==> src/rtl/lspc_raster_timing_if.sv <==
// LSPC raster timing bus: pixel-enable strobe in, counters and decoded video
// timing out.
// Signals: PCK_EN (pixel-clock enable), PAL (start-line select, only with
// LSPC_PAL_MODE_EN), PIXELC/RASTERC counters, RASTER8, HSYNC, VSYNC,
// H_BLANK, V_BLANK, LINE_START, FRAME_START.
// Modports: master drives the enables, slave is the timing generator.
interface lspc_raster_timing_if;
  logic       PCK_EN;
`ifdef LSPC_PAL_MODE_EN
  logic       PAL;
`endif
  logic [8:0] PIXELC;
  logic [8:0] RASTERC;
  logic       RASTER8;
  logic       HSYNC;
  logic       VSYNC;
  logic       H_BLANK;
  logic       V_BLANK;
  logic       LINE_START;
  logic       FRAME_START;

  modport master (
`ifdef LSPC_PAL_MODE_EN
    output PAL,
`endif
    output PCK_EN,
    input  PIXELC, RASTERC, RASTER8, HSYNC, VSYNC,
    input  H_BLANK, V_BLANK, LINE_START, FRAME_START
  );

  modport slave (
`ifdef LSPC_PAL_MODE_EN
    input  PAL,
`endif
    input  PCK_EN,
    output PIXELC, RASTERC, RASTER8, HSYNC, VSYNC,
    output H_BLANK, V_BLANK, LINE_START, FRAME_START
  );
endinterface

==> src/rtl/lspc_raster_timing.sv <==
// LSPC video timing generator. A pixel counter and a raster line counter
// advance on PCK_EN; sync, blanking, RASTER8 and line/frame strobes are
// registered decodes of the next counter values, so they move on the same
// edge as the counters.
// Ports: CLK (master clock), RESET (synchronous, active high),
//        bus (lspc_raster_timing_if.slave: PCK_EN/PAL in, timing out).
// Optional feature macro: LSPC_PAL_MODE_EN adds the PAL start-line select
// (312-line frame starting at 0x0C8, VSYNC on lines 0x0C8..0x0CF).
module lspc_raster_timing #(
  parameter int unsigned H_TOTAL    = 384,
  parameter int unsigned HSYNC_LEN  = 28,
  parameter int unsigned HVIS_START = 30,
  parameter int unsigned HVIS_END   = 350
) (
  input logic                  CLK,
  input logic                  RESET,
  lspc_raster_timing_if.slave  bus
);

  localparam int unsigned CNT_W = 9;
  localparam logic [CNT_W-1:0] PIX_LAST      = CNT_W'(H_TOTAL - 1);
  localparam logic [CNT_W-1:0] HSYNC_END     = CNT_W'(HSYNC_LEN);
  localparam logic [CNT_W-1:0] HVIS_FIRST    = CNT_W'(HVIS_START);
  localparam logic [CNT_W-1:0] HVIS_LIMIT    = CNT_W'(HVIS_END);
  localparam logic [CNT_W-1:0] V_START_NTSC  = 9'h0F8;
  localparam logic [CNT_W-1:0] V_LAST        = 9'h1FF;
  localparam logic [CNT_W-1:0] VSYNC_END     = 9'h100;
  localparam logic [CNT_W-1:0] VVIS_START    = 9'h110;
  localparam logic [CNT_W-1:0] VVIS_END      = 9'h1F0;
`ifdef LSPC_PAL_MODE_EN
  localparam logic [CNT_W-1:0] V_START_PAL   = 9'h0C8;
  localparam logic [CNT_W-1:0] VSYNC_END_PAL = 9'h0D0;
`endif

  logic [CNT_W-1:0] pixel_q, raster_q;
  logic [CNT_W-1:0] pixel_n_c, raster_n_c;
  logic [CNT_W-1:0] start_line_c, vsync_end_c;
  logic             line_wrap_c, frame_wrap_c;
  logic             hsync_q, vsync_q, h_blank_q, v_blank_q, raster8_q;
  logic             line_start_q, frame_start_q;

  // Start line and VSYNC length; PAL only matters at reload/reset, and the
  // latched frame mode keeps VSYNC consistent for the whole frame.
`ifdef LSPC_PAL_MODE_EN
  logic pal_q, pal_n_c;
  always_comb begin
    start_line_c = bus.PAL ? V_START_PAL : V_START_NTSC;
    pal_n_c      = frame_wrap_c ? bus.PAL : pal_q;
    vsync_end_c  = pal_n_c ? VSYNC_END_PAL : VSYNC_END;
  end
`else
  always_comb begin
    start_line_c = V_START_NTSC;
    vsync_end_c  = VSYNC_END;
  end
`endif

  // Next counter values. Raster always counts up to 0x1FF before reloading,
  // so an out-of-range value left by a mode change self-corrects.
  always_comb begin
    pixel_n_c    = pixel_q;
    raster_n_c   = raster_q;
    line_wrap_c  = 1'b0;
    frame_wrap_c = 1'b0;
    if (bus.PCK_EN) begin
      if (pixel_q == PIX_LAST) begin
        pixel_n_c   = '0;
        line_wrap_c = 1'b1;
        if (raster_q == V_LAST) begin
          raster_n_c   = start_line_c;
          frame_wrap_c = 1'b1;
        end else begin
          raster_n_c = raster_q + 9'd1;
        end
      end else begin
        pixel_n_c = pixel_q + 9'd1;
      end
    end
  end

  // Counters and decodes of the next values; reset values are the decodes
  // of PIXELC=0 / start line.
  always_ff @(posedge CLK) begin
    if (RESET) begin
      pixel_q       <= '0;
      raster_q      <= start_line_c;
      hsync_q       <= 1'b1;
      vsync_q       <= 1'b1;
      h_blank_q     <= 1'b1;
      v_blank_q     <= 1'b1;
      raster8_q     <= 1'b0;
      line_start_q  <= 1'b0;
      frame_start_q <= 1'b0;
`ifdef LSPC_PAL_MODE_EN
      pal_q         <= bus.PAL;
`endif
    end else begin
      pixel_q       <= pixel_n_c;
      raster_q      <= raster_n_c;
      hsync_q       <= (pixel_n_c < HSYNC_END);
      vsync_q       <= (raster_n_c < vsync_end_c);
      h_blank_q     <= (pixel_n_c < HVIS_FIRST) || (pixel_n_c >= HVIS_LIMIT);
      v_blank_q     <= (raster_n_c < VVIS_START) || (raster_n_c >= VVIS_END);
      raster8_q     <= raster_n_c[8];
      line_start_q  <= line_wrap_c;
      frame_start_q <= frame_wrap_c;
`ifdef LSPC_PAL_MODE_EN
      pal_q         <= pal_n_c;
`endif
    end
  end

  assign bus.PIXELC      = pixel_q;
  assign bus.RASTERC     = raster_q;
  assign bus.RASTER8     = raster8_q;
  assign bus.HSYNC       = hsync_q;
  assign bus.VSYNC       = vsync_q;
  assign bus.H_BLANK     = h_blank_q;
  assign bus.V_BLANK     = v_blank_q;
  assign bus.LINE_START  = line_start_q;
  assign bus.FRAME_START = frame_start_q;

endmodule

==> src/flat_wrapper.sv <==
// flat-port wrapper written by rule: the top's interface ports become plain ports
module lspc_raster_timing_flat 
#(
  parameter int unsigned H_TOTAL    = 384,
  parameter int unsigned HSYNC_LEN  = 28,
  parameter int unsigned HVIS_START = 30,
  parameter int unsigned HVIS_END   = 350
)
  (CLK, RESET, bus_PCK_EN, bus_PIXELC, bus_RASTERC, bus_RASTER8, bus_HSYNC, bus_VSYNC, bus_H_BLANK, bus_V_BLANK, bus_LINE_START, bus_FRAME_START);
  lspc_raster_timing_if bus_i ();
  input logic CLK;
  input logic RESET;
  input wire logic [$bits(bus_i.PCK_EN)-1:0] bus_PCK_EN;
  output wire logic [$bits(bus_i.PIXELC)-1:0] bus_PIXELC;
  output wire logic [$bits(bus_i.RASTERC)-1:0] bus_RASTERC;
  output wire logic [$bits(bus_i.RASTER8)-1:0] bus_RASTER8;
  output wire logic [$bits(bus_i.HSYNC)-1:0] bus_HSYNC;
  output wire logic [$bits(bus_i.VSYNC)-1:0] bus_VSYNC;
  output wire logic [$bits(bus_i.H_BLANK)-1:0] bus_H_BLANK;
  output wire logic [$bits(bus_i.V_BLANK)-1:0] bus_V_BLANK;
  output wire logic [$bits(bus_i.LINE_START)-1:0] bus_LINE_START;
  output wire logic [$bits(bus_i.FRAME_START)-1:0] bus_FRAME_START;
  assign bus_i.PCK_EN = bus_PCK_EN;
  assign bus_PIXELC = bus_i.PIXELC;
  assign bus_RASTERC = bus_i.RASTERC;
  assign bus_RASTER8 = bus_i.RASTER8;
  assign bus_HSYNC = bus_i.HSYNC;
  assign bus_VSYNC = bus_i.VSYNC;
  assign bus_H_BLANK = bus_i.H_BLANK;
  assign bus_V_BLANK = bus_i.V_BLANK;
  assign bus_LINE_START = bus_i.LINE_START;
  assign bus_FRAME_START = bus_i.FRAME_START;
  lspc_raster_timing #(.H_TOTAL(H_TOTAL), .HSYNC_LEN(HSYNC_LEN), .HVIS_START(HVIS_START), .HVIS_END(HVIS_END)) u_core (.CLK(CLK), .RESET(RESET), .bus(bus_i));
endmodule
==> config.mk <==
export PLATFORM = sky130hd
export DESIGN_NAME = lspc_raster_timing_flat
export DESIGN_NICKNAME = d
export VERILOG_FILES = /design/src/rtl/lspc_raster_timing_if.sv /design/src/rtl/lspc_raster_timing.sv /design/src/flat_wrapper.sv
export SDC_FILE = /design/constraint.sdc
export NUM_CORES = 1
export LEC_CHECK = 0
export CAP_MARGIN = 20
export CORE_MARGIN = 1
export CORE_UTILIZATION = 55
export CTS_CLUSTER_DIAMETER = 150
export DETAILED_ROUTE_END_ITERATION = 7
export PLACE_DENSITY = 0.87
export SYNTH_ARGS = -nofsm -noshare
export SYNTH_HDL_FRONTEND = slang
export SYNTH_SLANG_ARGS = --single-unit
==> constraint.sdc <==
create_clock -name CLK -period 3.75 [get_ports CLK]
set_input_delay 0.375 -clock CLK [delete_from_list [all_inputs] [get_ports CLK]]
set_output_delay 0.375 -clock CLK [all_outputs]
set_load 0.02 [all_outputs]
==> results.sh, run 1 <==
export IMPL_design_area_mm2=0.00172
export IMPL_wl_per_cell_um=15.2
export IMPL_synth_edf_count=0
export IMPL_p_comb_frac=0.055
export IMPL_ys_ff_latch=24
export IMPL_drc=0
export IMPL_cp_required_ns=4.00
export IMPL_synth_distinct_cells=46
export IMPL_p_switching_uw=104
export IMPL_cp_arrival_ns=2.64
export IMPL_io_buffers=27
export IMPL_post_dp_cell_area_mm2=0.00169
export IMPL_r2r_cells=9
export IMPL_seqPwrFrac=0.607
export IMPL_timing_critical_path_from="u_core.bus.RASTERC[0]"
export IMPL_instances_no_fill=231
export IMPL_ios=28
export IMPL_viasPerCell=6.41
export IMPL_synth_top_family_by_area="simple AND/OR/NAND/NOR gates"
export IMPL_cts_reportedPaths_clkPinSlew_ns=0.14
export IMPL_vias=1480
export IMPL_power_uw=431
export IMPL_wl_mm=3.50
export IMPL_r2r_start="u_core.bus.RASTERC[0]"
export IMPL_die_x_um=52.9
export IMPL_path_class="reg2reg"
export IMPL_cts_buffer_depth=2
export IMPL_swShare=0.241
export IMPL_synth_simple_area_share=0.294
export IMPL_coreArea_mm2=0.00245
export IMPL_drt_first_pass_iters=4
export IMPL_gr_total_overflow=0
export IMPL_grt_max_degree=24
export IMPL_avgSynthCellArea_um2=7.95
export IMPL_synth_area_top_cells="dfxtp_1, a21oi_1, nand3_1, nor2_1, ha_1"
export IMPL_slew_headroom=0.445
export IMPL_yosys_mux_area_fraction=0.00703
export IMPL_cts_tree="built"
export IMPL_power_density_mw_per_mm2=250
export IMPL_synth_area_mm2=0.00142
export IMPL_ctsHoldBuffers=0
export IMPL_max_cap_viol_count=0
export IMPL_rows=18
export IMPL_cts_made_buffers=3
export IMPL_antenna_violating_nets_post_route=0
export IMPL_dieHeight_um=52.9
export IMPL_peakVddDrop_v=0.000178
export IMPL_leakage_uw=0.000631
export IMPL_final_hold_violation_count=0
export IMPL_setup_viol=0
export IMPL_clkLatencyLatePin_ns=0.32
export IMPL_ys_warn_count=0
export IMPL_antenna_found_initial=0
export IMPL_rr_endpoint="u_core.bus.V_BLANK"
export IMPL_fmax_mhz=418
export IMPL_synthFlopType="dfxtp_1"
export IMPL_synth_most_common_cell="dfxtp_1"
export IMPL_diodes=0
export IMPL_grt_first_pass_wirelength_mm=5.73
export IMPL_yosys_area_top_type="dfxtp_1"
export IMPL_dp_hpwl_mm=2.46
export IMPL_rrSetupSlack_ns=1.36
export IMPL_worstPathMaxFanout=9
export IMPL_initial_utilization=0.580
export IMPL_drive_above_1_share=0.0647
export IMPL_die_area_mm2=0.00280
export IMPL_grt_usage=0.274
export IMPL_p_int_uw=327
export IMPL_htree_levels=1
export IMPL_clock_sinks=24
export IMPL_drv_slew=0
export IMPL_start_kind="flip-flop"
export IMPL_worst_pin_slew_ns=0.829
export IMPL_cp_end_kind="flip-flop"
export IMPL_synth_xor_area_share=0.0492
export IMPL_async_flop_share=0
export IMPL_synth_seq_area_share=0.337
export IMPL_yosys_area_share_adder=0.0351
export IMPL_gp_congestion=0.890
export IMPL_place_inst=227
export IMPL_cts_resized=0
export IMPL_hold_path_class="reg2reg"
export IMPL_grt_setup_unrepaired="false"
export IMPL_power_clock_fraction=0.339
export IMPL_outcome="complete, no violations"
export IMPL_cts_root_buf="clkbuf_4"
export IMPL_netlist_top_cells_count="dfxtp_1, a21oi_1, nor2_1"
export IMPL_finalCriticalPeriod_ns=2.39
export IMPL_syn_inst=179
export IMPL_min_period_over_period=0.638
export IMPL_cts_setup_buffers=0
export IMPL_initialDrtViolationCount=63
export IMPL_layout_area_overhead_vs_synth_pct=20.9
export IMPL_grt_pass1_vias=1228
export IMPL_synth_compound_area_share=0.228
export IMPL_cp_endpoint="u_core.bus.V_BLANK"
export IMPL_setup_tns_final_ns=0
export IMPL_fin_skew_ns=0.00660
export IMPL_num_nets_final=209
export IMPL_syn_nets=186
export IMPL_synth_top_cell_area_share=0.337
-- kinds of logic after synthesis --
group / after synthesis
muxes: 1
DFF: 24
buffers and inverters: 14
adders and majority gates: 4
AOI/OAI and AO/OA: 51
and+or+nand+nor: 77
xor gates and xnor gates: 8
-- registers in the layout, indices dropped and copies added, names as in the netlist --
signal and cells:
u_core.bus.PIXELC 9, u_core.bus.RASTERC 8, u_core.bus.FRAME_START 1, u_core.bus.HSYNC 1
u_core.bus.H_BLANK 1, u_core.bus.LINE_START 1, u_core.bus.RASTER8 1, u_core.bus.VSYNC 1
u_core.bus.V_BLANK 1
-- how the worst min path moves through the flow --
stage	cells past startpoint	start	end	slack (ns)
2_1_floorplan	1	RESET	u_core.bus.VSYNC	0.48
3_3_place_gp	2	u_core.bus.RASTERC[2]	u_core.bus.RASTERC[2]	0.55
3_5_place_dp	2	u_core.bus.RASTERC[1]	u_core.bus.RASTERC[1]	0.55
4_1_cts	2	u_core.bus.RASTERC[1]	u_core.bus.RASTERC[1]	0.57
5_1_grt	2	u_core.bus.RASTERC[1]	u_core.bus.RASTERC[1]	0.61
6_report	2	u_core.bus.RASTERC[1]	u_core.bus.RASTERC[1]	0.57
-- routing by layer --
layer  up-vias  track usage  part of all wire
met2        89        0.432              0.45
met3         5       0.0316             0.086
li1        702            -                 -
met4         0       0.0526            0.0080
met5         -            0                 0
met1       684        0.400              0.46
-- power by group through the flow --
stage	clock, µW	sequential [µW]	combinational [µW]
after floorplan	0	269	12.1
after global placement	0	267	22.8
after detailed placement	0	267	23.4
after CTS	143	261	23.4
after global routing	153	262	25.6
final	146	261	23.5
-- layout by cell type (no fill, tap or decap), types with 2 or more instances in the layout --
cell type,synthesis,layout
clkdlybuf4s50_1,0,27
dfxtp_1,24,24
a21oi_1,18,18
nor2_1,16,16
nand3_1,13,13
nor3_1,10,10
nand2_1,9,9
o21ai_0,9,9
xor2_1,5,5
inv_1,4,4
a21o_1,4,4
and3_1,4,4
ha_1,4,4
nand4_1,3,3
o211ai_1,3,3
a211oi_1,3,3
xnor2_1,3,3
or2_2,3,3
clkbuf_4,0,3
or3_1,2,2
a21boi_0,2,2
o21a_1,2,2
and4_1,2,2
o21bai_1,2,2
and4b_1,2,2
nand3b_1,2,2
nand2b_1,2,2
-- cell type report --
class / instances / area [µm²]
multi-input combinational: 141 / 875
fill: 204 / 733
sequential: 24 / 480
timing repair buffer: 28 / 278
tap: 30 / 37.5
clock buffer: 4 / 36.3
inverter: 4 / 15.0
-- through the flow --
stage | worst slack (ns) | hold WS [ns] | util
after global routing | 1.22 | 0.609 | 0.701
after global placement | 1.28 | 0.546 | 0.687
final | 1.36 | 0.575 | 0.701
after floorplan | 1.66 | 0.480 | -
after CTS | 1.41 | 0.565 | 0.701
after detailed placement | 1.20 | 0.547 | 0.687
-- worst max-delay path: stages, from the launching register on --
cell,delay (ns)
dfxtp_1,0.50
ha_1,0.26
nand3_1,0.22
nor2_1,0.25
and2_1,0.18
ha_1,0.30
a21oi_1,0.06
o21bai_1,0.20
o211ai_1,0.13
o211ai_1,0.21
No activity file was read; power rests on OpenSTA's default activity.
==> inputs of run 2 (changes only) <==
--- a/config.mk
+++ b/config.mk
@@ -7,10 +7,10 @@
 export LEC_CHECK = 0
 export CAP_MARGIN = 20
 export CORE_MARGIN = 1
-export CORE_UTILIZATION = 55
+export CORE_UTILIZATION = 46
 export CTS_CLUSTER_DIAMETER = 150
 export DETAILED_ROUTE_END_ITERATION = 7
-export PLACE_DENSITY = 0.87
+export PLACE_DENSITY = 0.78
 export SYNTH_ARGS = -nofsm -noshare
 export SYNTH_HDL_FRONTEND = slang
 export SYNTH_SLANG_ARGS = --single-unit
==> constraint.sdc (replaced) <==
create_clock -name CLK -period 2.04 [get_ports CLK]
set_input_delay 0.204 -clock CLK [delete_from_list [all_inputs] [get_ports CLK]]
set_output_delay 0.204 -clock CLK [all_outputs]
set_load 0.02 [all_outputs]
==> run 2 against run 1 <==
  * The flow now finishes with violations (DRC)
  * Clock power rose by 73%
  * Setup slack got worse by 1.3 ns
  * Die area rose by 19%
  * Hold slack improved by 0.019 ns
  * Count of clock-buffer cells in the layout did not move
==> results.sh, run 2 (same netlist as run 1, synthesis figures left out) <==
export IMPL_outcome="complete, but fails checks"
export IMPL_violations="DRC"
export IMPL_hold_path_startpoint="RESET"
export IMPL_io_buffers=27
export IMPL_final_cell_mix="clkdlybuf4s50_1, buf_4, dfxtp_1"
export IMPL_cp_arrival_ns=2.21
export IMPL_cts_buffer_depth=2
export IMPL_grt_max_degree=23
export IMPL_vias=1539
export IMPL_wl_mm=3.79
export IMPL_initialDrtViolationCount=94
export IMPL_drc=2
export IMPL_cts_setup_buffers=0
export IMPL_gr_total_overflow=0
export IMPL_drt_first_pass_iters=7
export IMPL_gp_congestion=0.937
export IMPL_dieHeight_um=57.6
export IMPL_max_cap_viol_count=0
export IMPL_clock_sinks=24
export IMPL_drive_above_1_share=0.199
export IMPL_clkLatencyLatePin_ns=0.31
export IMPL_whs_ns=0.594
export IMPL_grt_pass1_vias=1328
export IMPL_nFillCells=224
export IMPL_setup_ws_ns=0.0866
export IMPL_cts_reportedPaths_clkPinSlew_ns=0.13
export IMPL_viasPerCell=5.99
export IMPL_timing_critical_path_from="u_core.bus.RASTERC[0]"
export IMPL_design_area_mm2=0.00193
export IMPL_layout_commonest_cell="clkdlybuf4s50_1"
export IMPL_r2r_start="u_core.bus.RASTERC[0]"
export IMPL_num_nets_final=234
export IMPL_cp_required_ns=2.30
export IMPL_grt_usage=0.243
export IMPL_min_period_over_period=0.958
export IMPL_pre_cts_ws_ns=-0.0409
export IMPL_antenna_violating_nets_post_route=0
export IMPL_ios=28
export IMPL_initial_utilization=0.499
export IMPL_leakage_uw=0.000746
export IMPL_htree_levels=1
export IMPL_post_dp_cell_area_mm2=0.00188
export IMPL_coreArea_mm2=0.00285
export IMPL_worstPathMaxFanout=4
export IMPL_die_area_mm2=0.00332
export IMPL_cts_made_buffers=3
export IMPL_dp_hpwl_mm=2.76
export IMPL_antenna_found_initial=0
export IMPL_rows=19
export IMPL_cts_tree="built"
export IMPL_cts_root_buf="clkbuf_4"
export IMPL_largest_register_ffs=9
export IMPL_slew_headroom=0.750
export IMPL_wl_per_cell_um=14.7
export IMPL_drv_slew=0
export IMPL_diodes=0
export IMPL_setup_viol=0
export IMPL_ctsHoldBuffers=0
export IMPL_fmax_mhz=512
export IMPL_layout_area_overhead_vs_synth_pct=35.8
export IMPL_path_class="reg2reg"
export IMPL_power_density_mw_per_mm2=405
export IMPL_final_hold_violation_count=0
export IMPL_cp_end_kind="flip-flop"
export IMPL_grt_first_pass_wirelength_mm=6.36
export IMPL_fin_skew_ns=0.00245
export IMPL_start_kind="flip-flop"
export IMPL_peakVddDrop_v=0.000557
export IMPL_hold_path_class="in2reg"
export IMPL_die_x_um=57.6
export IMPL_worst_pin_slew_ns=0.366
export IMPL_finalCriticalPeriod_ns=1.95
==> run 2: final cells by class <==
| type | count | area, µm² | area share |
|---|---|---|---|
| tap | 31 | 38.8 | 0.0201 |
| inverter | 4 | 15.0 | 0.00777 |
| clock buffer | 4 | 36.3 | 0.0188 |
| timing repair buffer | 53 | 465 | 0.241 |
| sequential | 24 | 483 | 0.250 |
| multi-input combinational | 141 | 895 | 0.463 |
==> run 2: worst max-delay path, cell delays in order (launching register included) <==
cell     delay [ns]
dfxtp_1        0.34
ha_1           0.23
nand3_1        0.15
nor2_2         0.07
and2_1         0.19
ha_1           0.24
or4b_1         0.51
a21oi_1        0.15
==> run 2: routing by layer <==
layer,part of all wire,vias up,routed length [µm],track usage
li1,-,751,-,-
met1,0.45,724,1720,0.356
met2,0.46,60,1760,0.372
met3,0.076,4,288,0.0536
met4,0.0061,0,23,0.0383
met5,0,-,0,0
==> run 2: worst paths after layout <==
path | to | slack (ns) | cells after the start
setup / recovery | u_core.bus.RASTERC[2] | 0.09 | 7
hold / removal | u_core.bus.H_BLANK | 0.59 | 3
setup reg to reg | u_core.bus.RASTERC[2] | 0.09 | 7
hold reg to reg | u_core.bus.PIXELC[0] | 0.60 | 2
==> run 2: timing repair <==
action	in CTS	in global routing
endpoints found under the hold margin	0	0
gates resized for setup	0	5
setup endpoints to repair	0	6
==> run 2: per-stage QoR <==
stage / setup TNS, ns / power [µW] / utilization / std cells
finish: 0 / 783 / 0.678 / 257
global route: -0.0394 / 813 / 0.678 / 257
CTS: 0 / 790 / 0.671 / 257
detailed placement: -0.127 / 540 / 0.659 / 253
global placement: 0 / 538 / 0.659 / 253
floorplan: 0 / 518 / - / 179
==> run 2: where the power goes <==
group / switching, µW / internal [µW]
clock: 144 / 109
combinational: 26.4 / 22.8
sequential: 7.53 / 474
